$ cat config.mk
export PLATFORM = sky130hd
export DESIGN_NAME = conv_ascii_loader
export DESIGN_NICKNAME = d
export VERILOG_FILES = /design/src/rtl/conv_pkg.sv /design/src/rtl/conv_char_classify.sv /design/src/rtl/conv_ascii_loader.sv
export SDC_FILE = /design/constraint.sdc
export NUM_CORES = 1
export LEC_CHECK = 0
export ABC_AREA = 1
export CORE_ASPECT_RATIO = 1.75
export CORE_MARGIN = 2
export CORE_UTILIZATION = 60
export DETAILED_ROUTE_END_ITERATION = 10
export GPL_TIMING_DRIVEN = 1
export MAX_ROUTING_LAYER = met4
export PLACE_DENSITY = 0.88
export SETUP_SLACK_MARGIN = 0.3
export SLEW_MARGIN = 10
export SYNTH_ARGS = -nofsm -noshare
export SYNTH_HDL_FRONTEND = slang
export SYNTH_SLANG_ARGS = --single-unit
$ cat constraint.sdc
create_clock -name clk -period 7.47 [get_ports clk]
set_input_delay 1.494 -clock clk [delete_from_list [all_inputs] [get_ports clk]]
set_output_delay 1.494 -clock clk [all_outputs]
set_load 0.02 [all_outputs]
$ cat src/rtl/conv_pkg.sv
// Shared constants and types for the ASCII-to-element loader of the convolution path.
// Optional build macro: CONV_LOADER_SIGNED_EN (adds '-' and two's complement elements).
package conv_pkg;

  localparam int KERNEL_N = 9;
  localparam int IMAGE_N  = 120;
  localparam int FRAME_N  = KERNEL_N + IMAGE_N;
  localparam int DATA_W   = 8;
  localparam int ACC_W    = 12;

  localparam logic [7:0] ASCII_SPACE = 8'h20;
  localparam logic [7:0] ASCII_TAB   = 8'h09;
  localparam logic [7:0] ASCII_COMMA = 8'h2C;
  localparam logic [7:0] ASCII_CR    = 8'h0D;
  localparam logic [7:0] ASCII_LF    = 8'h0A;
  localparam logic [7:0] ASCII_ZERO  = 8'h30;
  localparam logic [7:0] ASCII_NINE  = 8'h39;
  localparam logic [7:0] ASCII_MINUS = 8'h2D;

  typedef enum logic [1:0] {
    CC_DIGIT,
    CC_SEP,
    CC_MINUS,
    CC_ILLEGAL
  } char_class_t;

  typedef enum logic [1:0] {
    ST_SEP,
    ST_NUM
`ifdef CONV_LOADER_SIGNED_EN
    , ST_NEG
`endif
  } parse_state_t;

endpackage

$ cat src/rtl/conv_char_classify.sv
// Combinational byte classifier: sorts a received byte into digit, separator,
// minus or illegal and extracts the decimal digit value.
module conv_char_classify
  import conv_pkg::*;
(
  input  logic [7:0]  data,
  output char_class_t char_class,
  output logic [3:0]  digit
);

  // Classify the byte; the digit value is only meaningful for CC_DIGIT.
  always_comb begin
    char_class = CC_ILLEGAL;
    digit      = 4'd0;
    if (data >= ASCII_ZERO && data <= ASCII_NINE) begin
      char_class = CC_DIGIT;
      digit      = data[3:0];
    end else if (data == ASCII_SPACE || data == ASCII_TAB || data == ASCII_COMMA ||
                 data == ASCII_CR || data == ASCII_LF) begin
      char_class = CC_SEP;
    end else if (data == ASCII_MINUS) begin
      char_class = CC_MINUS;
    end
  end

endmodule

$ cat src/rtl/conv_ascii_loader.sv
// Parses the UART byte stream as separator-delimited ASCII decimal numbers and
// emits 9 kernel elements followed by 120 image elements per frame.
// Optional build macro: CONV_LOADER_SIGNED_EN (leading '-' accepted, values
// clamped to -128..127 and emitted as two's complement).
module conv_ascii_loader
  import conv_pkg::*;
(
  input  logic              clk,
  input  logic              rst,
  input  logic              enable,
  input  logic              uart_rx_valid,
  input  logic [7:0]        uart_rx_data,
  output logic              elem_valid,
  output logic [DATA_W-1:0] elem_data,
  output logic              elem_is_kernel,
  output logic [7:0]        elem_idx,
  output logic              frame_done,
  output logic              err_illegal,
  output logic              err_overflow,
  output logic              busy
);

  parse_state_t     state_q, state_d;
  char_class_t      cls;
  logic [3:0]       digit;
  logic [ACC_W-1:0] acc_q, acc_d, acc_step, acc_limit, emit_val;
  logic             neg_q, neg_d;
  logic [7:0]       count_q, count_d;
  logic             emit, err, ovf_hit, frame_last, ovf_clear_pending;

  conv_char_classify u_classify (
    .data       (uart_rx_data),
    .char_class (cls),
    .digit      (digit)
  );

  assign frame_last = (count_q == 8'(FRAME_N - 1));
  assign busy       = (count_q != 8'd0) || (state_q != ST_SEP);
  assign emit_val   = neg_q ? (ACC_W'(0) - acc_q) : acc_q;

`ifdef CONV_LOADER_SIGNED_EN
  assign acc_limit = neg_q ? ACC_W'(1 << (DATA_W - 1)) : ACC_W'((1 << (DATA_W - 1)) - 1);
`else
  assign acc_limit = ACC_W'((1 << DATA_W) - 1);
`endif

  // Parser state register.
  always_ff @(posedge clk) begin
    if (rst) state_q <= ST_SEP;
    else     state_q <= state_d;
  end

  // Next-state decode; every error path and enable-low lands back in SEP.
  always_comb begin
    state_d = state_q;
    if (!enable) begin
      state_d = ST_SEP;
    end else if (uart_rx_valid) begin
      case (state_q)
        ST_SEP: begin
          if (cls == CC_DIGIT) state_d = ST_NUM;
`ifdef CONV_LOADER_SIGNED_EN
          else if (cls == CC_MINUS) state_d = ST_NEG;
`endif
          else state_d = ST_SEP;
        end
        ST_NUM:  state_d = (cls == CC_DIGIT) ? ST_NUM : ST_SEP;
`ifdef CONV_LOADER_SIGNED_EN
        ST_NEG:  state_d = (cls == CC_DIGIT) ? ST_NUM : ST_SEP;
`endif
        default: state_d = ST_SEP;
      endcase
    end
  end

  // Token datapath: accumulate with clamping, decide emit/error, advance the element counter.
  always_comb begin
    emit     = 1'b0;
    err      = 1'b0;
    ovf_hit  = 1'b0;
    acc_d    = acc_q;
    neg_d    = neg_q;
    count_d  = count_q;
    acc_step = ((state_q == ST_NUM) ? ACC_W'(acc_q * ACC_W'(10)) : ACC_W'(0)) + ACC_W'(digit);
    if (!enable) begin
      acc_d   = '0;
      neg_d   = 1'b0;
      count_d = '0;
    end else if (uart_rx_valid) begin
      case (state_q)
        ST_SEP: begin
          case (cls)
            CC_DIGIT: begin
              if (acc_step > acc_limit) begin
                acc_d   = acc_limit;
                ovf_hit = 1'b1;
              end else begin
                acc_d = acc_step;
              end
            end
            CC_SEP: ;
`ifdef CONV_LOADER_SIGNED_EN
            CC_MINUS: begin
              neg_d = 1'b1;
              acc_d = '0;
            end
`endif
            default: err = 1'b1;
          endcase
        end
        ST_NUM: begin
          case (cls)
            CC_DIGIT: begin
              if (acc_step > acc_limit) begin
                acc_d   = acc_limit;
                ovf_hit = 1'b1;
              end else begin
                acc_d = acc_step;
              end
            end
            CC_SEP:  emit = 1'b1;
            default: err  = 1'b1;
          endcase
        end
`ifdef CONV_LOADER_SIGNED_EN
        ST_NEG: begin
          if (cls == CC_DIGIT) begin
            if (acc_step > acc_limit) begin
              acc_d   = acc_limit;
              ovf_hit = 1'b1;
            end else begin
              acc_d = acc_step;
            end
          end else begin
            err = 1'b1;
          end
        end
`endif
        default: err = 1'b1;
      endcase
      if (emit) begin
        acc_d   = '0;
        neg_d   = 1'b0;
        count_d = frame_last ? 8'd0 : count_q + 8'd1;
      end
      if (err) begin
        acc_d   = '0;
        neg_d   = 1'b0;
        count_d = '0;
      end
    end
  end

  // Accumulator, sign flag and element counter registers.
  always_ff @(posedge clk) begin
    if (rst) begin
      acc_q   <= '0;
      neg_q   <= 1'b0;
      count_q <= '0;
    end else begin
      acc_q   <= acc_d;
      neg_q   <= neg_d;
      count_q <= count_d;
    end
  end

  // Registered element strobes; data, section and index hold between strobes.
  always_ff @(posedge clk) begin
    if (rst) begin
      elem_valid     <= 1'b0;
      elem_data      <= '0;
      elem_is_kernel <= 1'b1;
      elem_idx       <= '0;
      frame_done     <= 1'b0;
      err_illegal    <= 1'b0;
    end else begin
      elem_valid  <= emit;
      frame_done  <= emit && frame_last;
      err_illegal <= err;
      if (emit) begin
        elem_data      <= emit_val[DATA_W-1:0];
        elem_is_kernel <= (count_q < 8'(KERNEL_N));
        elem_idx       <= (count_q < 8'(KERNEL_N)) ? count_q : count_q - 8'(KERNEL_N);
      end
    end
  end

  // Sticky overflow flag: stays up through frame_done and drops the cycle after.
  always_ff @(posedge clk) begin
    if (rst) begin
      err_overflow      <= 1'b0;
      ovf_clear_pending <= 1'b0;
    end else if (!enable || (uart_rx_valid && err)) begin
      err_overflow      <= 1'b0;
      ovf_clear_pending <= 1'b0;
    end else begin
      if (ovf_clear_pending) err_overflow <= ovf_hit;
      else if (ovf_hit)      err_overflow <= 1'b1;
      ovf_clear_pending <= emit && frame_last;
    end
  end

endmodule

**Word level (Yosys, flattened, before mapping)**

Index checks and enable logic that the tools add are counted.
Widths: inputs -> output; s select.

- Bits in registers: 45
- Input port bits: 12

- Add/sub/neg operators: 4
- $mul: 1
- Magnitude comparators: 4
- Eq/ne operators: 9
- Mux-type cells: 38
- Bitwise operators: 1
- Reductions and logical operators: 24

Operator list:

| operator | count |
|---|---|
| $mux 12 | 6 |
| $mux 8 | 5 |
| $eq 8x4->1 const B | 3 |
| $eq 8x6->1 const B | 3 |
| $mux 1 | 23 |
| $add 12x4->12 | 1 |
| $gt 12x8->1 const B | 1 |
| $mul 12x3->11 const B | 1 |
| $add 8x1->8 const B | 1 |
| $eq 8x8->1 const B | 1 |
| $ge 8x6->1 const B | 1 |
| $le 8x6->1 const B | 1 |
| $lt 8x4->1 const B | 1 |
| $reduce_bool 8->1 | 1 |
| $reduce_or 2->1 | 4 |
| $sub 1x8->8 const A | 1 |
| $sub 8x4->8 const B | 1 |
| $logic_or 1x1->1 | 6 |
| $mux 2 | 3 |
| $reduce_bool 2->1 | 3 |
| $reduce_bool 3->1 | 2 |
| $eq 2x1->1 const B | 2 |
| $logic_not 2->1 | 2 |
| $mux 4 | 1 |
| 5 further kinds | 7 |

**Longest topological paths before layout**

Gate-level depths: netlist of run 1.

- Word-level depth: 18
- Mapped depth: 18
- Depth with buffers taken out: 18

**Cells and area by module**

Synthesis of run 1 repeated with hierarchy kept, for this count alone.

- Cell total of the unflattened synthesis: 403
- Area, all modules: 2,682.6 µm²

Modules (own cells, without submodules):

| module | instances | cells each | area each (µm²) | seq. area each (µm²) |
|---|---|---|---|---|
| conv_ascii_loader | 1 | 370 | 2,538.7 | 840.8 |
| conv_char_classify | 1 | 33 | 143.9 | 0.0 |

**Worst setup path after synthesis of run 1**

Ideal clock, no wire load.

- Path type: in2reg
- From: input port uart_rx_data[2]
- To: register acc_q[0]
- Arrival time: 3,435 ps
- Slack: 3,922 ps
- Cell stages on the path: 18
- Cell sequence: inv_2 a21oi_1 nor2_4 inv_1 nor2_1 ha_1 fa_1 a21o_1 nand3_1 inv_1 nand2_1 nand3_1 nand2_1 nand4_2 nand2_2 nand2_1 nand2_1 nand2_1

- Cells in the longest elaborated chain, start to end: 15
- Elaborated cells on any way between the ends: 38
- Classes of those cells: add/sub (1); order compare (3); eq/ne (7); mux (17); reduce/logical (10)

RTL lines:

| element | line | source |
|---|---|---|
| from (decl) | conv_ascii_loader.sv:12 | `input logic [7:0] uart_rx_data,` |
| parallel branches: the longest is 15 deep, another holds $add 12x4->12 | -- |  |
| to (signal assigned) | conv_ascii_loader.sv:157 | `acc_q <= '0;` |
| to (signal assigned) | conv_ascii_loader.sv:161 | `acc_q <= acc_d;` |
| to (decl) | conv_ascii_loader.sv:26 | `logic [ACC_W-1:0] acc_q, acc_d, acc_step, acc_limit, emit_val;` |

Parallel ways; which one is timed is not known. The select of a mux whose other input is x is not followed.
A chain may end at the register's enable or synchronous reset.

**Worst setup path in the final report of run 1**

- From: input port uart_rx_data[1]
- To: register acc_q[5]

Same word-level chain as after synthesis.

==> results of run 1 <==
## sequential cells by signal, summed over array words and instances (netlist names)
register,flops
err_illegal,1
frame_done,1
count_q,8
elem_valid,1
state_q,1
acc_q,11
ovf_clear_pending,1
elem_is_kernel,1
elem_data,8
elem_idx,8
err_overflow,1
## tightest hold or removal path, delay by kind of cell (launching register included)
| family | cells | cell delay, ps |
|---|---|---|
| DFF | 1 | 320 |
| AOI/OAI and AO/OA | 1 | 50 |
| and+or+nand+nor | 1 | 60 |
## cells in the mapped netlist (all sizes together) (2+ instances only)
library cell	number
clkbuf	2
o211ai	3
o21ai	22
nor2	59
dfxtp	42
nand3	23
nand4	7
nor3	7
nor3b	4
nand2	105
xor2	10
ha	20
fa	2
buf	4
a211oi	2
xnor2	2
a21oi	17
inv	55
## final cells by class
cell class	count	area, um^2
multi-input cells	286	1640
fillers	363	1210
flip-flops and latches	42	841
repair buffers	33	330
inverters	55	206
clock buffers	5	68.8
well taps	51	63.8
clock inverters	3	43.8
## metal layers
metal  GRT usage, %  part of all wire (%)  vias to the layer above
met3           3.67                   3.3                       25
met5              -                     0                        -
met2           54.6                    56                       76
met4           15.0                   4.4                        0
met1           27.2                    36                     1230
li1               -                     -                     1305
## worst min path at each step
stage | end | slack (ps) | cells past startpoint
2_1_floorplan | acc_q[9] | 420 | 2
3_3_place_gp | elem_idx[6] | 450 | 2
3_5_place_dp | err_overflow | 460 | 2
4_1_cts | err_overflow | 470 | 2
5_1_grt | elem_idx[6] | 490 | 2
6_report | err_overflow | 470 | 2
## cell families (layout without fill, tap and decap cells)
logic type,after synthesis,after routing
AO/OA/AOI/OAI,46,46
XOR/XNOR,12,12
adder cells (fa/ha/maj),22,22
buffers and inverters,61,96
flip-flops,42,42
AND/OR/NAND/NOR,206,206
## report_power, final
part,switching (mW),total (mW),internal [mW]
clock network,0.0825,0.183,0.100
registers,0.00133,0.226,0.224
logic,0.0195,0.0321,0.0126
total,0.103,0.441,0.337
## per-stage QoR
stage / setup slack, ps / total power, mW / hold slack [ps] / cell area (um^2) / std cells
after floorplan: 3920 / 0.250 / 421 / 2730 / 389
after global placement: 3250 / 0.262 / 453 / 3080 / 467
after detailed placement: 3120 / 0.263 / 460 / 3080 / 467
after CTS: 3420 / 0.441 / 471 / 3200 / 475
after global routing: 3150 / 0.454 / 495 / 3200 / 475
final: 3380 / 0.441 / 467 / 3200 / 475
==> qor.yml, run 1 <==
yosys:
  synth_fa_ha_area_share_pct: 10.7
  synth_top_area_share_pct: 30.9
  synth_cell_types: 35
  syn_avg_cell_area_um2: 7.01
  synth_compound_area_share_pct: 10.0
  yosysSeqAreaShare_pct: 30.9
  synth_top_flop_cell: "dfxtp_1"
  synth_top_family_by_area: "simple AND/OR/NAND/NOR gates"
  yosys.area_share.xor_xnor_pct: 3.86
  syn_inst: 389
  synth_edf_count: 0
  syn-cell-area_mm2: 0.00273
  yosys_register_bits: 42
  synthSimpleGateAreaFrac_pct: 35.7
  synth_top_cell_by_area: "dfxtp_1"
  synth_warnings: 0
  syn_nets: 423
  synthMuxAreaShare_pct: 0
  synthArstFlopShare_pct: 0
  synthTopCellsByArea: "dfxtp_1, nand2_1, ha_1, nor2_1, inv_1"
final_layout:
  diodes: 0
  layout_common_cells: "nand2_1, nor2_1, inv_1, dfxtp_1, clkdlybuf4s50_1"
  final_common_cell: "nand2_1"
  final_nets: 457
  area_growth_pct: 17.3
  drive_gt1_share_pct: 9.43
  final_util_pct: 72.6
cts:
  numCtsBuffers: 5
  clk_pin_slew_ps: 90
  worstSkewPairLatency_ps: 290
  htree_levels: 2
  cts_setup_buffers: 0
  clockBufferDepth: 2
  ctsHoldBuffers: 0
  cts.sinks: 42
  cts_root_buf: "clkbuf_8"
  cts_resized: 0
  cts_tree: "done"
setup_path:
  reg2reg_depth: 15
  cp_common_cell: "nand2_1"
  end_kind: "register"
  cp-startpoint: "uart_rx_data[1]"
  endpoint: "acc_q[5]"
  start_kind: "primary input"
  critPathBufInv: 4
  cp_slowest_cell: "clkdlybuf4s50_1"
  rrSetupSlack_ps: 4760
  crit_type: "in2reg"
  reg2reg_to: "acc_q[5]"
  crit_fanout: 8
  critPathTopFamily: "simple AND/OR/NAND/NOR gates"
  cp_data_arrival_time_ps: 4290
  crit_chain: "clkdlybuf4s50_1 > inv_1 > a21oi_1 > nor2_4 > inv_1 > nor2_1 > ha_1 > fa_1 > a21o_1 > nand3_1 > inv_1 > nand2_1 > nand3_1 > nand2_1 > nand4_2 > nand2_2 > nand2_1 > nand2_1 > nand2_1"
  cp_num_cells: 19
  cp.required_ps: 7670
  timing.rr.start: "acc_q[3]"
  cp_slowest_stage_delay_ps: 520
timing:
  tightest_slew_ps: 517
  slew_violations: 0
  max_slew_margin_pct: 65.5
  finClkSkew_ps: 6.87
  grt_setup_unrepaired: "false"
  timing.final.crit_share_pct: 54.7
  setup_viol: 0
  fmax_mhz: 245
  setup-tns-final_ps: 0
  hold_viol_final: 0
  fin_crit_ps: 4090
placed_design:
  io_buffers: 33
  hpwl_um: 5000
  gp_congestion: 0.916
floorplan:
  die_w_um: 54.9
  rows: 32
  die_y_um: 93.2
  start_util_pct: 61.9
  design.die.area_mm2: 0.00512
  io_pins: 34
  core_mm2: 0.00440
grt:
  grt_pass1_wl_um: 11000
  antenna_found_initial: 0
  grt_start_max_net_pins: 21
  grt_pass1_vias: 2617
  grt_overflow_total: 0
  grt_use_total_pct: 29.4
outcome:
  status: "finished clean"
hold_path:
  worstHoldStart: "err_overflow"
  holdCritPathClass: "reg2reg"
drt:
  routed_wl_um: 6510
  drt_iter0_drc: 70
  drc: 0
  vias_per_cell: 5.55
  ant_nets: 0
  vias: 2636
  routedWlPerCell_um: 13.7
  drt_first_pass_iters: 4
power_and_ir_drop:
  power_density_mw_per_mm2: 138
  ir_drop_v: 0.000111
  leakage_nw: 1.55
job:
  maxCapViolCount: 0
Power figures use the tool's default switching activity.
==> inputs of run 2 (changes only) <==
--- a/config.mk
+++ b/config.mk
@@ -8,11 +8,11 @@
 export ABC_AREA = 1
 export CORE_ASPECT_RATIO = 1.75
 export CORE_MARGIN = 2
-export CORE_UTILIZATION = 60
+export CORE_UTILIZATION = 56
 export DETAILED_ROUTE_END_ITERATION = 10
 export GPL_TIMING_DRIVEN = 1
 export MAX_ROUTING_LAYER = met4
-export PLACE_DENSITY = 0.88
+export PLACE_DENSITY = 0.83
 export SETUP_SLACK_MARGIN = 0.3
 export SLEW_MARGIN = 10
 export SYNTH_ARGS = -nofsm -noshare
==> constraint.sdc (replaced) <==
create_clock -name clk -period 4 [get_ports clk]
set_input_delay 0.8 -clock clk [delete_from_list [all_inputs] [get_ports clk]]
set_output_delay 0.8 -clock clk [all_outputs]
set_load 0.02 [all_outputs]
==> qor.yml, run 2 (synthesis gave the netlist of run 1 again) <==
outcome:
  status: "finished clean"
placed_design:
  io_buffers: 33  # unchanged
  placed_cell_area_mm2: 0.00308  # about the same
  gp_congestion: 0.916  # about the same
  hpwl_um: 4940  # -1.3%
  dp_slack_ps: 382  # -2730 ps
final_layout:
  fin_area_mm2: 0.00320  # about the same
  largest_reg_flops: 11  # unchanged
  layout_common_cells: "nand2_1, nor2_1, inv_1, dfxtp_1, clkdlybuf4s50_1"
  drive_gt1_share_pct: 9.22  # -0.21 points
  top_register: "acc_q"
  final_nets: 457  # unchanged
  area_growth_pct: 17.3  # about the same
  final_common_cell: "nand2_1"
  diodes: 0  # unchanged
drt:
  routedWlPerCell_um: 13.1  # -4.3%
  ant_nets: 0  # unchanged
  drc: 0  # unchanged
  vias_per_cell: 5.40  # -2.7%
  drt_iter0_drc: 72  # +2.9%
  routed_wl_um: 6230  # -4.3%
  vias: 2564  # -2.7%
  drt_first_pass_iters: 4  # unchanged
timing:
  timing.final.crit_share_pct: 84.9
  timing.final.ws_setup_ps: 605  # -2780 ps
  whs_ps: 467  # -0.620 ps
  max_slew_margin_pct: 66.5  # +1.0 points
  fin_crit_ps: 3400
  finClkSkew_ps: 6.82  # -0.0509 ps
  setup-tns-final_ps: 0  # unchanged
  grt_setup_unrepaired: "false"
  fmax_mhz: 295
  hold_viol_final: 0  # unchanged
  setup_viol: 0  # unchanged
  slew_violations: 0  # unchanged
  tightest_slew_ps: 500  # -17.1 ps
cts:
  cts_resized: 0  # unchanged
  clockBufferDepth: 2  # unchanged
  cts_tree: "done"
  cts.sinks: 42  # unchanged
  cts_root_buf: "clkbuf_8"
  ctsHoldBuffers: 0  # unchanged
  numCtsBuffers: 5  # unchanged
  htree_levels: 2  # unchanged
  clk_pin_slew_ps: 80  # about the same
  worstSkewPairLatency_ps: 300  # about the same
  cts_setup_buffers: 0  # unchanged
power_and_ir_drop:
  power_frac_seq_pct: 51.1  # about the same
  p_int_mw: 0.642  # +90%
  power_density_mw_per_mm2: 258  # +87%
  p_sw_mw: 0.182  # +76%
  leakage_nw: 1.55  # about the same
  swShare_pct: 22.1  # -1.4 points
  ir_drop_v: 0.000292  # +160%
  power.total_mw: 0.824  # +87%
  p_comb_share_pct: 7.2  # about the same
  pwr-share-clk_pct: 41.6  # about the same
setup_path:
  cp_common_cell: "nand2_1"
  critPathBufInv: 4  # unchanged
  cp.required_ps: 4180  # -3490 ps
  cp_slowest_cell: "clkdlybuf4s50_1"
  start_kind: "primary input"
  critPathTopFamily: "simple AND/OR/NAND/NOR gates"
  crit_chain: "clkdlybuf4s50_1 > inv_1 > a21oi_1 > nor2_4 > inv_1 > nor2_1 > ha_1 > fa_1 > a21o_1 > nand3_1 > inv_1 > nand2_1 > nand3_1 > nand2_1 > nand4_2 > nand2_2 > nand2_1 > nand2_1 > nand2_1"
  cp_slowest_stage_delay_ps: 520  # about the same
  crit_type: "in2reg"
  end_kind: "register"
  cp_data_arrival_time_ps: 3580  # -710 ps
  crit_fanout: 8  # unchanged
grt:
  grt_overflow_total: 0  # unchanged
  grt_pass1_vias: 2588  # -1.1%
  grt_pass1_wl_um: 10700  # -2.7%
  grt_start_max_net_pins: 21  # unchanged
  grt_use_total_pct: 25.8  # -3.6 points
  antenna_found_initial: 0  # unchanged
floorplan:
  core_mm2: 0.00467  # +5.9%
  die_y_um: 96.3  # +3.4%
  die_w_um: 56.7  # +3.2%
  rows: 33  # +3.1%
  design.die.area_mm2: 0.00546  # +6.7%
  start_util_pct: 58.4  # -3.5 points
  io_pins: 34  # unchanged
job:
  maxCapViolCount: 0  # unchanged
hold_path:
  holdCritPathClass: "reg2reg"
-- run 2: power groups by stage --
stage                     Sequential, mW  Clock (mW)  Combinational (mW)
after floorplan                    0.431           0              0.0359
final                              0.421       0.343              0.0597
after detailed placement           0.431           0              0.0596
after global routing               0.422       0.361              0.0655
after CTS                          0.421       0.347              0.0598
after global placement             0.431           0              0.0577
-- run 2: per-layer routing --
| metal | GRT usage, % | routed length [um] | up-vias |
|---|---|---|---|
| li1 | - | - | 1309 |
| met1 | 22.9 | 2360 | 1169 |
| met2 | 51.6 | 3410 | 67 |
| met3 | 3.23 | 180 | 19 |
| met4 | 13.8 | 282 | 0 |
| met5 | - | 0 | - |
-- run 2: final timing paths --
| path | startpoint | slack [ps] | cells past startpoint | end |
|---|---|---|---|---|
| max | uart_rx_data[1] | 600 | 19 | acc_q[2] |
| min reg2reg | elem_idx[6] | 470 | 2 | elem_idx[6] |
| min | elem_idx[6] | 470 | 2 | elem_idx[6] |
| max reg2reg | acc_q[3] | 1310 | 15 | acc_q[2] |
-- run 2: worst min-delay path: stages (launching register included) --
cell	delay, ps
dfxtp_1	310
nand2_1	60
a21oi_1	50
-- run 2: area by class of cell --
type,instances,area [um^2]
tap,52,65.1
clock buffer,6,82.6
inverter,55,206
multi-input combinational,286,1640
fill,401,1470
clock inverter,1,30.0
sequential,42,841
timing repair buffer,33,330
-- run 2: stage by stage --
| step | utilization (%) | std cells |
|---|---|---|
| 2_1_floorplan | - | 389 |
| 3_3_place_gp | 66.1 | 468 |
| 3_5_place_dp | 66.1 | 468 |
| 4_1_cts | 68.5 | 475 |
| 5_1_grt | 68.5 | 475 |
| 6_report | 68.5 | 475 |
